### config.mk
export PLATFORM = sky130hd
export DESIGN_NAME = riscv_dmem_axi_bridge_flat
export DESIGN_NICKNAME = d
export VERILOG_FILES = /design/src/rtl/riscv_dmem_axi_bridge_if.sv /design/src/rtl/riscv_dmem_axi_bridge.sv /design/src/flat_wrapper.sv
export SDC_FILE = /design/constraint.sdc
export NUM_CORES = 1
export LEC_CHECK = 0
export CORE_UTILIZATION = 37
export CTS_CLUSTER_SIZE = 8
export DETAILED_ROUTE_END_ITERATION = 16
export GPL_TIMING_DRIVEN = 0
export HOLD_SLACK_MARGIN = 0.03
export PLACE_DENSITY_LB_ADDON = 0.1
export REMOVE_ABC_BUFFERS = 1
export SLEW_MARGIN = 5
export SYNTH_ARGS = -nofsm -noshare
export SYNTH_HDL_FRONTEND = slang
export SYNTH_SLANG_ARGS = --single-unit
### constraint.sdc
create_clock -name clk -period 4.5 [get_ports clk]
set_input_delay 0.9 -clock clk [delete_from_list [all_inputs] [get_ports clk]]
set_output_delay 0.9 -clock clk [all_outputs]
set_load 0.01 [all_outputs]
### src/rtl/riscv_dmem_axi_bridge_if.sv
// LSU request/response and AXI4-Lite signals of the data-memory bridge.
// master is the bridge view; slave is the LSU/memory environment view.
interface riscv_dmem_axi_bridge_if;
  logic [31:0] mem_addr;
  logic [31:0] mem_wdata;
  logic        mem_rd;
  logic [3:0]  mem_wr;
  logic        mem_cacheable;
  logic [10:0] mem_req_tag;
  logic        mem_invalidate;
  logic        mem_writeback;
  logic        mem_flush;
  logic        mem_accept;
  logic        mem_ack;
  logic        mem_error;
  logic [31:0] mem_rdata;
  logic [10:0] mem_resp_tag;
  logic        mem_load_fault;
  logic        mem_store_fault;

  logic        axi_awvalid;
  logic        axi_awready;
  logic [31:0] axi_awaddr;
  logic        axi_wvalid;
  logic        axi_wready;
  logic [31:0] axi_wdata;
  logic [3:0]  axi_wstrb;
  logic        axi_bvalid;
  logic        axi_bready;
  logic [1:0]  axi_bresp;
  logic        axi_arvalid;
  logic        axi_arready;
  logic [31:0] axi_araddr;
  logic        axi_rvalid;
  logic        axi_rready;
  logic [31:0] axi_rdata;
  logic [1:0]  axi_rresp;

  modport master (
    input  mem_addr, mem_wdata, mem_rd, mem_wr, mem_cacheable, mem_req_tag,
           mem_invalidate, mem_writeback, mem_flush,
    output mem_accept, mem_ack, mem_error, mem_rdata, mem_resp_tag,
           mem_load_fault, mem_store_fault,
    output axi_awvalid, axi_awaddr, axi_wvalid, axi_wdata, axi_wstrb, axi_bready,
           axi_arvalid, axi_araddr, axi_rready,
    input  axi_awready, axi_wready, axi_bvalid, axi_bresp,
           axi_arready, axi_rvalid, axi_rdata, axi_rresp
  );

  modport slave (
    output mem_addr, mem_wdata, mem_rd, mem_wr, mem_cacheable, mem_req_tag,
           mem_invalidate, mem_writeback, mem_flush,
    input  mem_accept, mem_ack, mem_error, mem_rdata, mem_resp_tag,
           mem_load_fault, mem_store_fault,
    input  axi_awvalid, axi_awaddr, axi_wvalid, axi_wdata, axi_wstrb, axi_bready,
           axi_arvalid, axi_araddr, axi_rready,
    output axi_awready, axi_wready, axi_bvalid, axi_bresp,
           axi_arready, axi_rvalid, axi_rdata, axi_rresp
  );
endinterface

### src/rtl/riscv_dmem_axi_bridge.sv
// Single-outstanding LSU-to-AXI4-Lite data bridge; cache ops complete locally.
//   state     | meaning
//   IDLE      | accepting a request
//   RD_ADDR   | AR valid, waiting arready
//   RD_DATA   | waiting R beat (timeout armed)
//   WR_REQ    | AW and W handshaking independently
//   WR_RESP   | waiting B beat (timeout armed)
//   CMO       | cache op, acked locally
//   DRAIN     | timed out; swallowing the late R/B beat without ack
module riscv_dmem_axi_bridge #(
  parameter int unsigned TIMEOUT_CYCLES = 1024,
  parameter int unsigned TIMEOUT_W      = 16
) (
  input  logic                     clk,
  input  logic                     rst_n,
  riscv_dmem_axi_bridge_if.master  bus
);

  typedef enum logic [2:0] {
    S_IDLE, S_RD_ADDR, S_RD_DATA, S_WR_REQ, S_WR_RESP, S_CMO, S_DRAIN
  } state_t;

  localparam bit                   TMO_EN   = (TIMEOUT_CYCLES != 0);
  localparam logic [TIMEOUT_W-1:0] TMO_LAST = TIMEOUT_W'(TIMEOUT_CYCLES - 1);

  state_t               r_state;
  logic [31:2]          r_addr;
  logic [31:0]          r_wdata;
  logic [3:0]           r_wstrb;
  logic [10:0]          r_tag;
  logic                 r_arvalid;
  logic                 r_awvalid;
  logic                 r_wvalid;
  logic                 r_rready;
  logic                 r_bready;
  logic                 r_ack;
  logic                 r_error;
  logic [31:0]          r_rdata;
  logic [TIMEOUT_W-1:0] r_tmo_cnt;

  logic w_accept;
  logic w_cmo;
  logic w_take;
  logic w_tmo_hit;
  logic w_aw_done;
  logic w_w_done;
  logic w_unused;

  assign w_accept  = (r_state == S_IDLE);
  assign w_cmo     = bus.mem_invalidate | bus.mem_writeback | bus.mem_flush;
  assign w_take    = w_accept & (bus.mem_rd | (|bus.mem_wr) | w_cmo);
  assign w_tmo_hit = TMO_EN && (r_tmo_cnt == TMO_LAST);
  // A channel counts as done once its valid has dropped or it handshakes now.
  assign w_aw_done = ~r_awvalid | bus.axi_awready;
  assign w_w_done  = ~r_wvalid  | bus.axi_wready;
  assign w_unused  = &{1'b0, bus.mem_cacheable, bus.mem_addr[1:0]};

  always_ff @(posedge clk or posedge rst_n) begin
    if (rst_n) begin
      r_state   <= S_IDLE;
      r_addr    <= '0;
      r_wdata   <= '0;
      r_wstrb   <= '0;
      r_tag     <= '0;
      r_arvalid <= 1'b0;
      r_awvalid <= 1'b0;
      r_wvalid  <= 1'b0;
      r_rready  <= 1'b0;
      r_bready  <= 1'b0;
      r_ack     <= 1'b0;
      r_error   <= 1'b0;
      r_rdata   <= '0;
      r_tmo_cnt <= '0;
    end else begin
      r_ack <= 1'b0;
      case (r_state)
        S_IDLE: begin
          if (w_take) begin
            r_addr    <= bus.mem_addr[31:2];
            r_wdata   <= bus.mem_wdata;
            r_wstrb   <= bus.mem_wr;
            r_tag     <= bus.mem_req_tag;
            r_tmo_cnt <= '0;
            if (bus.mem_rd) begin
              r_arvalid <= 1'b1;
              r_state   <= S_RD_ADDR;
            end else if (|bus.mem_wr) begin
              r_awvalid <= 1'b1;
              r_wvalid  <= 1'b1;
              r_state   <= S_WR_REQ;
            end else begin
              r_state   <= S_CMO;
            end
          end
        end
        S_RD_ADDR: begin
          if (bus.axi_arready) begin
            r_arvalid <= 1'b0;
            r_rready  <= 1'b1;
            r_state   <= S_RD_DATA;
          end
        end
        S_RD_DATA: begin
          if (bus.axi_rvalid) begin
            r_rready <= 1'b0;
            r_ack    <= 1'b1;
            r_error  <= |bus.axi_rresp;
            r_rdata  <= (bus.axi_rresp == 2'b00) ? bus.axi_rdata : 32'h0;
            r_state  <= S_IDLE;
          end else if (w_tmo_hit) begin
            r_ack    <= 1'b1;
            r_error  <= 1'b1;
            r_rdata  <= '0;
            r_rready <= 1'b1;
            r_bready <= 1'b1;
            r_state  <= S_DRAIN;
          end else begin
            r_tmo_cnt <= r_tmo_cnt + 1'b1;
          end
        end
        S_WR_REQ: begin
          if (bus.axi_awready) r_awvalid <= 1'b0;
          if (bus.axi_wready)  r_wvalid  <= 1'b0;
          if (w_aw_done && w_w_done) begin
            r_bready <= 1'b1;
            r_state  <= S_WR_RESP;
          end
        end
        S_WR_RESP: begin
          if (bus.axi_bvalid) begin
            r_bready <= 1'b0;
            r_ack    <= 1'b1;
            r_error  <= |bus.axi_bresp;
            r_rdata  <= '0;
            r_state  <= S_IDLE;
          end else if (w_tmo_hit) begin
            r_ack    <= 1'b1;
            r_error  <= 1'b1;
            r_rdata  <= '0;
            r_rready <= 1'b1;
            r_bready <= 1'b1;
            r_state  <= S_DRAIN;
          end else begin
            r_tmo_cnt <= r_tmo_cnt + 1'b1;
          end
        end
        S_CMO: begin
          r_ack   <= 1'b1;
          r_error <= 1'b0;
          r_rdata <= '0;
          r_state <= S_IDLE;
        end
        S_DRAIN: begin
          if (bus.axi_rvalid || bus.axi_bvalid) begin
            r_rready <= 1'b0;
            r_bready <= 1'b0;
            r_state  <= S_IDLE;
          end
        end
        default: r_state <= S_IDLE;
      endcase
    end
  end

  assign bus.mem_accept      = w_accept;
  assign bus.mem_ack         = r_ack;
  assign bus.mem_error       = r_error;
  assign bus.mem_rdata       = r_rdata;
  assign bus.mem_resp_tag    = r_tag;
  assign bus.mem_load_fault  = 1'b0;
  assign bus.mem_store_fault = 1'b0;

  assign bus.axi_arvalid = r_arvalid;
  assign bus.axi_araddr  = {r_addr, 2'b00};
  assign bus.axi_rready  = r_rready;
  assign bus.axi_awvalid = r_awvalid;
  assign bus.axi_awaddr  = {r_addr, 2'b00};
  assign bus.axi_wvalid  = r_wvalid;
  assign bus.axi_wdata   = r_wdata;
  assign bus.axi_wstrb   = r_wstrb;
  assign bus.axi_bready  = r_bready;

endmodule

### src/flat_wrapper.sv
// flat-port wrapper written by rule: the top's interface ports become plain ports
module riscv_dmem_axi_bridge_flat 
#(
  parameter int unsigned TIMEOUT_CYCLES = 1024,
  parameter int unsigned TIMEOUT_W      = 16
)
  (clk, rst_n, bus_mem_addr, bus_mem_wdata, bus_mem_rd, bus_mem_wr, bus_mem_cacheable, bus_mem_req_tag, bus_mem_invalidate, bus_mem_writeback, bus_mem_flush, bus_mem_accept, bus_mem_ack, bus_mem_error, bus_mem_rdata, bus_mem_resp_tag, bus_mem_load_fault, bus_mem_store_fault, bus_axi_awvalid, bus_axi_awaddr, bus_axi_wvalid, bus_axi_wdata, bus_axi_wstrb, bus_axi_bready, bus_axi_arvalid, bus_axi_araddr, bus_axi_rready, bus_axi_awready, bus_axi_wready, bus_axi_bvalid, bus_axi_bresp, bus_axi_arready, bus_axi_rvalid, bus_axi_rdata, bus_axi_rresp);
  riscv_dmem_axi_bridge_if bus_i ();
  input  logic clk;
  input  logic rst_n;
  input wire logic [$bits(bus_i.mem_addr)-1:0] bus_mem_addr;
  input wire logic [$bits(bus_i.mem_wdata)-1:0] bus_mem_wdata;
  input wire logic [$bits(bus_i.mem_rd)-1:0] bus_mem_rd;
  input wire logic [$bits(bus_i.mem_wr)-1:0] bus_mem_wr;
  input wire logic [$bits(bus_i.mem_cacheable)-1:0] bus_mem_cacheable;
  input wire logic [$bits(bus_i.mem_req_tag)-1:0] bus_mem_req_tag;
  input wire logic [$bits(bus_i.mem_invalidate)-1:0] bus_mem_invalidate;
  input wire logic [$bits(bus_i.mem_writeback)-1:0] bus_mem_writeback;
  input wire logic [$bits(bus_i.mem_flush)-1:0] bus_mem_flush;
  output wire logic [$bits(bus_i.mem_accept)-1:0] bus_mem_accept;
  output wire logic [$bits(bus_i.mem_ack)-1:0] bus_mem_ack;
  output wire logic [$bits(bus_i.mem_error)-1:0] bus_mem_error;
  output wire logic [$bits(bus_i.mem_rdata)-1:0] bus_mem_rdata;
  output wire logic [$bits(bus_i.mem_resp_tag)-1:0] bus_mem_resp_tag;
  output wire logic [$bits(bus_i.mem_load_fault)-1:0] bus_mem_load_fault;
  output wire logic [$bits(bus_i.mem_store_fault)-1:0] bus_mem_store_fault;
  output wire logic [$bits(bus_i.axi_awvalid)-1:0] bus_axi_awvalid;
  output wire logic [$bits(bus_i.axi_awaddr)-1:0] bus_axi_awaddr;
  output wire logic [$bits(bus_i.axi_wvalid)-1:0] bus_axi_wvalid;
  output wire logic [$bits(bus_i.axi_wdata)-1:0] bus_axi_wdata;
  output wire logic [$bits(bus_i.axi_wstrb)-1:0] bus_axi_wstrb;
  output wire logic [$bits(bus_i.axi_bready)-1:0] bus_axi_bready;
  output wire logic [$bits(bus_i.axi_arvalid)-1:0] bus_axi_arvalid;
  output wire logic [$bits(bus_i.axi_araddr)-1:0] bus_axi_araddr;
  output wire logic [$bits(bus_i.axi_rready)-1:0] bus_axi_rready;
  input wire logic [$bits(bus_i.axi_awready)-1:0] bus_axi_awready;
  input wire logic [$bits(bus_i.axi_wready)-1:0] bus_axi_wready;
  input wire logic [$bits(bus_i.axi_bvalid)-1:0] bus_axi_bvalid;
  input wire logic [$bits(bus_i.axi_bresp)-1:0] bus_axi_bresp;
  input wire logic [$bits(bus_i.axi_arready)-1:0] bus_axi_arready;
  input wire logic [$bits(bus_i.axi_rvalid)-1:0] bus_axi_rvalid;
  input wire logic [$bits(bus_i.axi_rdata)-1:0] bus_axi_rdata;
  input wire logic [$bits(bus_i.axi_rresp)-1:0] bus_axi_rresp;
  assign bus_i.mem_addr = bus_mem_addr;
  assign bus_i.mem_wdata = bus_mem_wdata;
  assign bus_i.mem_rd = bus_mem_rd;
  assign bus_i.mem_wr = bus_mem_wr;
  assign bus_i.mem_cacheable = bus_mem_cacheable;
  assign bus_i.mem_req_tag = bus_mem_req_tag;
  assign bus_i.mem_invalidate = bus_mem_invalidate;
  assign bus_i.mem_writeback = bus_mem_writeback;
  assign bus_i.mem_flush = bus_mem_flush;
  assign bus_mem_accept = bus_i.mem_accept;
  assign bus_mem_ack = bus_i.mem_ack;
  assign bus_mem_error = bus_i.mem_error;
  assign bus_mem_rdata = bus_i.mem_rdata;
  assign bus_mem_resp_tag = bus_i.mem_resp_tag;
  assign bus_mem_load_fault = bus_i.mem_load_fault;
  assign bus_mem_store_fault = bus_i.mem_store_fault;
  assign bus_axi_awvalid = bus_i.axi_awvalid;
  assign bus_axi_awaddr = bus_i.axi_awaddr;
  assign bus_axi_wvalid = bus_i.axi_wvalid;
  assign bus_axi_wdata = bus_i.axi_wdata;
  assign bus_axi_wstrb = bus_i.axi_wstrb;
  assign bus_axi_bready = bus_i.axi_bready;
  assign bus_axi_arvalid = bus_i.axi_arvalid;
  assign bus_axi_araddr = bus_i.axi_araddr;
  assign bus_axi_rready = bus_i.axi_rready;
  assign bus_i.axi_awready = bus_axi_awready;
  assign bus_i.axi_wready = bus_axi_wready;
  assign bus_i.axi_bvalid = bus_axi_bvalid;
  assign bus_i.axi_bresp = bus_axi_bresp;
  assign bus_i.axi_arready = bus_axi_arready;
  assign bus_i.axi_rvalid = bus_axi_rvalid;
  assign bus_i.axi_rdata = bus_axi_rdata;
  assign bus_i.axi_rresp = bus_axi_rresp;
  riscv_dmem_axi_bridge #(.TIMEOUT_CYCLES(TIMEOUT_CYCLES), .TIMEOUT_W(TIMEOUT_W)) u_core (.clk(clk), .rst_n(rst_n), .bus(bus_i));
endmodule
# ---- Word-level counts from Yosys, hierarchy flattened
# Cells that the tools add are included.
dict set report classes {
  addsub 1
  n_eq_ne 18
  mux 50
  bitwise 9
  n_reduce_logical 21
}
# cell count
set op_table {}
lappend op_table {{32-bit 2-to-1 mux} 4}
lappend op_table {{32-bit one-hot mux with 3 select lines} 1}
lappend op_table {{16-bit 2-to-1 mux} 4}
lappend op_table {{16-bit one-hot mux with 3 select lines} 1}
lappend op_table {{3-bit 2-to-1 mux} 9}
lappend op_table {{1-bit 2-to-1 mux} 23}
lappend op_table {{4-bit AND reduction} 5}
lappend op_table {{2-bit != test (second input constant)} 9}
lappend op_table {{3-bit one-hot mux with 6 select lines} 1}
lappend op_table {{16-bit by 1-bit adder with 16-bit output (second input constant)} 1}
lappend op_table {{16-bit by 10-bit equality test with 1-bit output (second input constant)} 1}
lappend op_table {{5-bit AND reduction} 2}
lappend op_table {{3-bit equality test (second input constant)} 3}
lappend op_table {{1-bit one-hot mux with 4 select lines} 2}
lappend op_table {{4-bit nonzero test} 2}
lappend op_table {{3-bit by 2-bit equality test with 1-bit output (second input constant)} 2}
lappend op_table {{1-bit OR} 6}
lappend op_table {{1-bit one-hot mux with 2 select lines} 3}
lappend op_table {{1-bit one-hot mux with 3 select lines} 2}
lappend op_table {{3-bit nonzero test} 2}
lappend op_table {{2-bit by 1-bit != test with 1-bit output (second input constant)} 2}
lappend op_table {{2-bit nonzero test} 2}
lappend op_table {{2-bit OR reduction} 2}
lappend op_table {{4-bit OR reduction} 1}
lappend op_table {{8 further kinds} 9}
dict set report word_totals {
  ff_bits 135
  input_bits 127
  out_inout_bits 153
  elab_cells 113
}

# ---- Logic depth before layout (Yosys ltp)
dict set report logic_depth {
  word_depth 6
  depth_mapped 9
}

# ---- Worst setup path after synthesis
# Ideal clock, no wire load.
dict set report synth_timing {
  kind {input-to-reg}
  start {in bus_mem_wr[1]}
  end {reg u_core.r_tmo_cnt[13]}
  setup_ps 119
  arrival_time_ps 2094
  path_slack_ps 2287
  path_stages 6
  n_path_buf 1
  path_cell_list {nor4_2 -> nand3_1 -> o211ai_2 -> buf_2 -> nor4_1 -> o21a_1}
}
dict set report synth_via {
  elab_chain_len 6
}
# element line
set synth_rtl {}
lappend synth_rtl {{start, declared} flat_wrapper.sv:14} ;# input wire logic [$bits(bus_i.mem_wr)-1:0] bus_mem_wr;
lappend synth_rtl {{4-bit OR reduction} riscv_dmem_axi_bridge.sv:51} ;# assign w_take = w_accept & (bus.mem_rd | (|bus.mem_wr) | w_cmo);
lappend synth_rtl {{1-bit OR (2 in a row)} riscv_dmem_axi_bridge.sv:51}
lappend synth_rtl {{1-bit bitwise AND} riscv_dmem_axi_bridge.sv:51}
lappend synth_rtl {{2-bit != test (no line)} n/a}
lappend synth_rtl {{4-bit AND reduction (no line)} n/a}
lappend synth_rtl {{end signal, assigned} riscv_dmem_axi_bridge.sv:118} ;# r_tmo_cnt <= r_tmo_cnt + 1'b1;
lappend synth_rtl {{end signal, assigned} riscv_dmem_axi_bridge.sv:144} ;# r_tmo_cnt <= r_tmo_cnt + 1'b1;
lappend synth_rtl {{end, declared} riscv_dmem_axi_bridge.sv:39} ;# logic [TIMEOUT_W-1:0] r_tmo_cnt;
# No other way between the ends.
# A chain may end at the register's enable or synchronous reset.

# ---- Final worst setup path
dict set report layout_timing {
  start {reg u_core.r_state[2]}
  end {out bus_mem_accept}
}
dict set report layout_via {
  elab_chain_len 1
}
# element line
set layout_rtl {}
lappend layout_rtl {{start, declared} riscv_dmem_axi_bridge.sv:26} ;# state_t r_state;
lappend layout_rtl {{start signal, assigned} riscv_dmem_axi_bridge.sv:60} ;# r_state <= S_IDLE;
lappend layout_rtl {{start signal, assigned} riscv_dmem_axi_bridge.sv:86} ;# r_state <= S_RD_ADDR;
lappend layout_rtl {{start signal, assigned} riscv_dmem_axi_bridge.sv:90} ;# r_state <= S_WR_REQ;
lappend layout_rtl {{3-bit logical NOT} riscv_dmem_axi_bridge.sv:49} ;# assign w_accept = (r_state == S_IDLE);
lappend layout_rtl {{end, declared} flat_wrapper.sv:20} ;# output wire logic [$bits(bus_i.mem_accept)-1:0] bus_mem_accept;
# No other way between the ends.

==> impl_metrics.csv <==
group,metric,value,unit
finish,multi_input_area,2130,sq um
cts,cts_buffer_depth,2,
power,p_int,4150,uW
worst_setup_path,cp-start-kind,"flop",
worst_setup_path,end_kind,"output pin",
yosys,synth_area_leader_cell,"dfrtp_1",
timing,slew_headroom,0.303,
timing,finalCritPeriodShare,0.699,
floorplanning,rows,46,
finish,seq_area,3380,sq um
route,dr.pass1.iters,5,
power,power_density,705,nW/um^2
route,wl,17.2,mm
hold_path,min_path_type,"reg -> reg",
yosys,synth_top_area_share,0.567,
timing,rsz0062_at_grt,"false",
global_routing,antenna_found_initial,1,
route,num_vias,5248,
placement,placed_area,8630,sq um
placement,port_buffers,270,
timing,hold_violations,0,
timing,final.setup.tns,0,ps
finish,nets,995,
route,route.detailed.drc,0,
yosys,synth_edf_count,0,
global_routing,grt_pass1_wl,27.0,mm
power,pwr-share-comb,0.472,
yosys,syn_area_per_cell,9.34,sq um
route,wl_per_cell,15.8,um
cts,root_buffer,"clkbuf_16",
worst_setup_path,crit_chain,"or3_1 > inv_1 > clkdlybuf4s50_1",
yosys,syn_area,5960,sq um
power,p_sw_frac,0.360,
timing,holdWs,471,ps
route,routed_via_density,4.80,
worst_setup_path,r2r_slack,2010,ps
run_status,status,"complete, no violations",
worst_setup_path,path_delay_family,"buffers and inverters",
hold_path,holdPathEnd,"u_core.bus.mem_resp_tag[8]",
yosys,synth_most_common_cell,"nand2_1",
floorplanning,dieArea,16600,sq um
worst_setup_path,path_max_fanout,20,
route,drtIter0Drc,306,
hold_path,hold_depth,2,
worst_setup_path,cp_slowest_cell,"dfrtp_1",
placement,dp_hpwl,12.2,mm
hold_path,hold_start,"u_core.bus.mem_resp_tag[8]",
worst_setup_path,slowest_delay,600,ps
finish,antenna_cells,0,
power,p_leak,0.00419,uW
yosys,ys.flop_type,"dfrtp_1",
cts,postCtsHoldBufs,0,
floorplanning,dieHeight,129,um
finish,fin_area,9190,sq um
worst_setup_path,cp.required,3600,ps
floorplanning,initial_utilization,0.376,
yosys,synth_cells,638,
floorplanning,die_x,129,um
yosys,ys_warn_count,0,
global_routing,first_global_vias,5232,
power,switchingPower,2330,uW
worst_setup_path,worstReg2RegStart,"u_core.r_tmo_cnt[10]",
yosys,netlist_top_cells_area,"dfrtp_1, nand2_1, buf_4",
cts,clk_latency,410,ps
global_routing,grt-ovfl-total,0,
cts,numCtsBuffers,17,
timing,final-setup-viol-count,0,
cts,clkTransAtPathRegs,50,ps
worst_setup_path,r2r_end,"u_core.r_tmo_cnt[4]",
floorplanning,core-area,15800,sq um
placement,gp_congestion,0.835,
finish,area_growth,54.2,%
cts,h-tree-depth,4,
cts,post_cts_buffers,0,
cts,cts_tree,"yes",
power,pwr-share-clk,0.203,
worst_setup_path,cp.buffers_inverters,2,
timing,worst_pin_slew,1040,ps
power,p_total,6480,uW
worst_setup_path,crit_arrival,2250,ps
timing,fin_crit,3150,ps
timing,skew,5.72,ps
timing,fmax,318,MHz
run,cap_violations,0,
worst_setup_path,reg2regPathDepth,5,
yosys,async_reset_ff_frac,1.00,
finish,drive_gt1_frac,0.0490,
route,ant_nets,0,
global_routing,grt_usage,0.216,
cts,cts_resized,0,
yosys,synthTopCellsByCount,"nand2_1, dfrtp_1, buf_4",
global_routing,grt_max_degree,80,
yosys,seq_area_frac_synth,0.567,
floorplanning,boundaryPins,280,
worst_setup_path,timing_worst_setup_path_type,"reg -> out",
yosys,synth_cell_types,48,
power,peakVddDrop,0.000648,V
yosys,synth-seq-cells,135,
cts,cts_sinks,135,
finish,fillers,1342,
timing,drv_slew,0,
power,p_seq_frac,0.325,
## area by class of cell
cell class | count | area share
Clock buffer | 27 | 0.0559
Clock inverter | 3 | 0.00436
Inverter | 10 | 0.00463
Multi-Input combinational cell | 427 | 0.232
Sequential cell | 135 | 0.368
Tap cell | 216 | 0.0294
Timing Repair Buffer | 276 | 0.306
## metrics by stage
step / utilization / instances / setup slack (ps)
detailed placement: 0.545 / 1064 / 1010
floorplan: - / 572 / -11.1
global route: 0.580 / 1094 / 1240
CTS: 0.580 / 1094 / 1330
finish: 0.580 / 1094 / 1350
global placement: 0.537 / 1058 / -1930
## layer usage
| metal | up-vias | wire length, um | global-route usage |
|---|---|---|---|
| li1 | 2532 | - | - |
| met1 | 2510 | 7050 | 0.252 |
| met2 | 181 | 8640 | 0.359 |
| met3 | 23 | 1230 | 0.0819 |
| met4 | 2 | 309 | 0.0817 |
| met5 | - | 13 | 0 |
## tightest hold or removal path: stages, from the launching register on
cell and delay (ps):
dfrtp_1 340, nand2_1 50, nand2_1 50
## registers in the layout, summed over array words and instances (netlist names)
name	flops
u_core.bus.mem_resp_tag	11
u_core.r_tmo_cnt	16
u_core.bus.axi_awvalid	1
u_core.bus.axi_rready	1
u_core.bus.mem_error	1
u_core.bus.axi_arvalid	1
u_core.r_state	3
u_core.bus.axi_wvalid	1
u_core.bus.mem_rdata	32
u_core.bus.mem_ack	1
u_core.bus.axi_wstrb	4
u_core.bus.axi_wdata	32
u_core.bus.axi_bready	1
u_core.r_addr	30
## placed cells by master, fill, tap and decap left out, types with 2 or more instances in the layout
master,netlist,routed
o21ai_1,4,4
nor3_1,6,5
and4_1,2,2
nand2_1,250,249
or4_1,5,5
a22o_1,31,31
and3_1,3,3
buf_16,0,2
or3_1,7,7
clkinv_2,0,2
nor4_2,2,2
o21ai_0,19,19
o21a_1,4,4
dfrtp_1,135,135
nor4_1,2,2
a22oi_1,2,2
clkbuf_8,0,5
a21o_1,2,2
conb_1,1,6
o31ai_1,8,8
nand2b_1,4,4
inv_1,10,9
a21oi_1,24,23
nand3_1,8,8
nor2_1,13,13
nor2b_1,3,3
clkbuf_16,0,17
clkbuf_1,14,5
clkdlybuf4s50_1,0,270
o211ai_1,2,2
## power groups by stage
| stage | Clock, uW | Sequential, uW | Combinational (uW) |
|---|---|---|---|
| final | 1320 | 2100 | 3060 |
| after global routing | 1400 | 2170 | 3340 |
| after CTS | 1340 | 2110 | 3100 |
| after detailed placement | 0 | 2100 | 3100 |
| after global placement | 0 | 2090 | 3040 |
| after floorplan | 0 | 2370 | 993 |
## kinds of logic after synthesis
group / Yosys count / synth area share
AOI/OAI and AO/OA: 107 / 0.124
xor gates and xnor gates: 2 / 0.00294
adders and majority gates: 1 / 0.00210
buffers and inverters: 81 / 0.0827
DFF: 135 / 0.567
other: 1 / 0.000629
and+or+nand+nor: 311 / 0.221
## how the worst max path moves through the flow
| stage | cells past startpoint | slack, ps | endpoint | start |
|---|---|---|---|---|
| 2_1_floorplan | 1 | -10 | u_core.bus.axi_arvalid | rst_n |
| 3_5_place_dp | 6 | 1010 | u_core.r_addr[19] | bus_mem_rd |
| 5_1_grt | 3 | 1240 | bus_mem_accept | u_core.r_state[2] |
| 3_3_place_gp | 2 | -1930 | u_core.bus.axi_wdata[25] | rst_n |
| 4_1_cts | 3 | 1330 | bus_mem_accept | u_core.r_state[2] |
| 6_report | 3 | 1350 | bus_mem_accept | u_core.r_state[2] |
Note: power is estimated with default switching activity, not from simulation.
==> variant: new RTL, same flow settings <==
Re-encode `state_t` (7 states) as one-hot, 7 bits wide.
--- a/src/rtl/riscv_dmem_axi_bridge.sv
+++ b/src/rtl/riscv_dmem_axi_bridge.sv
@@ -16,8 +16,8 @@
   riscv_dmem_axi_bridge_if.master  bus
 );
 
-  typedef enum logic [2:0] {
-    S_IDLE, S_RD_ADDR, S_RD_DATA, S_WR_REQ, S_WR_RESP, S_CMO, S_DRAIN
+  typedef enum logic [6:0] {
+    S_IDLE = 7'b0000001, S_RD_ADDR = 7'b0000010, S_RD_DATA = 7'b0000100, S_WR_REQ = 7'b0001000, S_WR_RESP = 7'b0010000, S_CMO = 7'b0100000, S_DRAIN = 7'b1000000
   } state_t;
 
   localparam bit                   TMO_EN   = (TIMEOUT_CYCLES != 0);
Function: same outputs for any inputs over 4 cycles, from zero or initial values and one cycle with rst_n high; so few cycles prove little.
==> variant against the original RTL <==
Design area rose by 4.3%; area after synthesis rose by 3.5%; sequential share of layout area fell by 0.46 points; largest power group unchanged; largest cell class unchanged; routed wire length rose by 3.0%; setup slack got worse by 0.23 ns; sequential cell count rose by 4; first-iteration DRC count fell by 30%; power rose by 1.4%; register-to-register slack got worse by 0.13 ns.
==> variant: results (changes against the original RTL) <==
[status]
outcome=finished clean  ; unchanged

[place]
hpwlAfterDp_mm=12.7  ; was 12.2 mm
place_ws_ns=0.879  ; was 1.01 ns
routabilityCongestion=0.854  ; was 0.835
port_buffers=270  ; unchanged

[layout]
fin_nets=1011  ; was 995
diodes=0  ; unchanged
fillCellCount=1347  ; was 1342
drive_gt1_frac=0.0626  ; was 0.0490

[drt]
drt_iter0_drc=214  ; was 306
wl_mm=17.7  ; was 17.2 mm
via_count=5378  ; was 5248
first_pass_iters=4  ; was 5

[logic_synthesis]
async_flop_share=1.00  ; unchanged
ys.flop_type=dfrtp_1  ; unchanged
synth-seq-area-share=0.564  ; was 0.567
synth-warning-count=0  ; unchanged
synth_common_cells=249 x nand2_1, 138 x dfrtp_1, 36 x buf_4, 32 x a22o_1, 20 x clkbuf_1  ; was 250 x nand2_1, 135 x dfrtp_1, 37 x buf_4, 31 x a22o_1, 24 x a21oi_1
yosysUniqueCellTypes=55  ; was 48
ys_top_cells_by_area=dfrtp_1 56%, nand2_1 15%, a22o_1 4.5%, buf_4 4.4%, a21oi_1 1.4%  ; was dfrtp_1 57%, nand2_1 16%, buf_4 4.7%, a22o_1 4.6%, a21oi_1 2.0%

[cts]
cts_setup_buffers=0  ; unchanged
insertion_delay_ns=0.42
clkTransAtPathRegs_ns=0.06
cts_root_buf=clkbuf_16  ; unchanged
cts-resized-gates=0  ; unchanged
cts_max_path_buffers=2  ; unchanged
htree_levels=4  ; unchanged
numCtsBuffers=17  ; unchanged

[global_routing]
antenna_found_initial=0  ; was 1
grt_max_degree=85  ; was 80
globalRouteTotalUtil=0.211  ; was 0.216
grt_pass1_wl_mm=28.6  ; was 27.0 mm

[setup_path]
slowest_stage=clkdlybuf4s50_1  ; was dfrtp_1
worstPathArrival_ns=2.47  ; was 2.25 ns
crit_fanout=13  ; was 20
cp_slowest_stage_delay_ns=0.62  ; was 0.60 ns

[power_and_ir_drop]
leakage_nw=4.36  ; was 4.19 nW
ir_worst_vdd_v=0.000365  ; was 0.000648 V

[timing]
finClkSkew_ns=0.0113  ; was 0.00572 ns
relSlewSlack=0.279  ; was 0.303

[hold_path]
worst_hold_path_type=reg2reg  ; unchanged

==> variant: cell types whose count changed after synthesis, sizes merged, moves of 5 or more <==
cell	before	now
buf	57	47
nor3	6	12
o21ai	23	12
clkbuf	14	22
nand4	2	7
a21oi	25	17
or4	5	12
==> variant: through the flow <==
step	std cells	area (sq um)	hold WS, ns
finish	1111	9580	0.476
global route	1111	9580	0.488
CTS	1111	9580	0.480
detailed placement	1080	8900	0.464
global placement	1073	8710	0.460
floorplan	587	5740	0.459
==> variant: layer usage <==
| metal | GRT usage | routed length [um] | up-vias |
|---|---|---|---|
| met4 | 0.0895 | 360 | 0 |
| met1 | 0.244 | 7270 | 2568 |
| met2 | 0.347 | 8670 | 177 |
| met3 | 0.0814 | 1460 | 23 |
| li1 | - | - | 2610 |
| met5 | 0 | 0 | - |
==> variant: area by class of cell <==
cell class	count	area share
multi-input combinational	439	0.235
timing repair buffer	277	0.298
inverter	9	0.00405
sequential	139	0.363
tap	216	0.0282
clock inverter	10	0.0222
clock buffer	21	0.0491
==> variant: report_power, final <==
group | internal [mW] | switching [mW] | total (mW)
registers | 1.71 | 0.314 | 2.03
logic | 1.50 | 1.43 | 2.93
clock network | 1.08 | 0.535 | 1.62
==> variant: worst max-delay path, delay by kind of cell (launching register included) <==
| family | cells | cell delay [ns] |
|---|---|---|
| buffers and inverters | 2 | 0.94 |
| and+or+nand+nor | 2 | 0.58 |
| DFF | 1 | 0.53 |
==> variant: path summary, 6_finish.rpt <==
check                                                      from                                   end  slack [ns]  cells after the start
min reg2reg                u_core.bus.axi_wdata[12]$_DFFE_PP0P_  u_core.bus.axi_wdata[12]$_DFFE_PP0P_        0.48                      2
min                        u_core.bus.axi_wdata[12]$_DFFE_PP0P_  u_core.bus.axi_wdata[12]$_DFFE_PP0P_        0.48                      2
min in group asynchronous                                 rst_n  u_core.bus.mem_rdata[23]$_DFFE_PP0P_        0.91                      2
max in group asynchronous                                 rst_n         u_core.r_addr[24]$_DFFE_PP0P_        2.78                      3
max reg2reg                       u_core.r_state[4]$_DFFE_PP0P_         u_core.r_state[6]$_DFFE_PP0P_        1.88                      5
max                               u_core.r_state[4]$_DFFE_PP0P_                        bus_mem_accept        1.13                      4
==> variant: cell families after synthesis <==
kind of cell             share of synthesized area
AND/OR/NAND/NOR                              0.240
buffers and inverters                       0.0781
XOR/XNOR                                   0.00852
adder cells (fa/ha/maj)                    0.00203
flip-flops                                   0.564
AO/OA/AOI/OAI                                0.107
other                                     0.000608
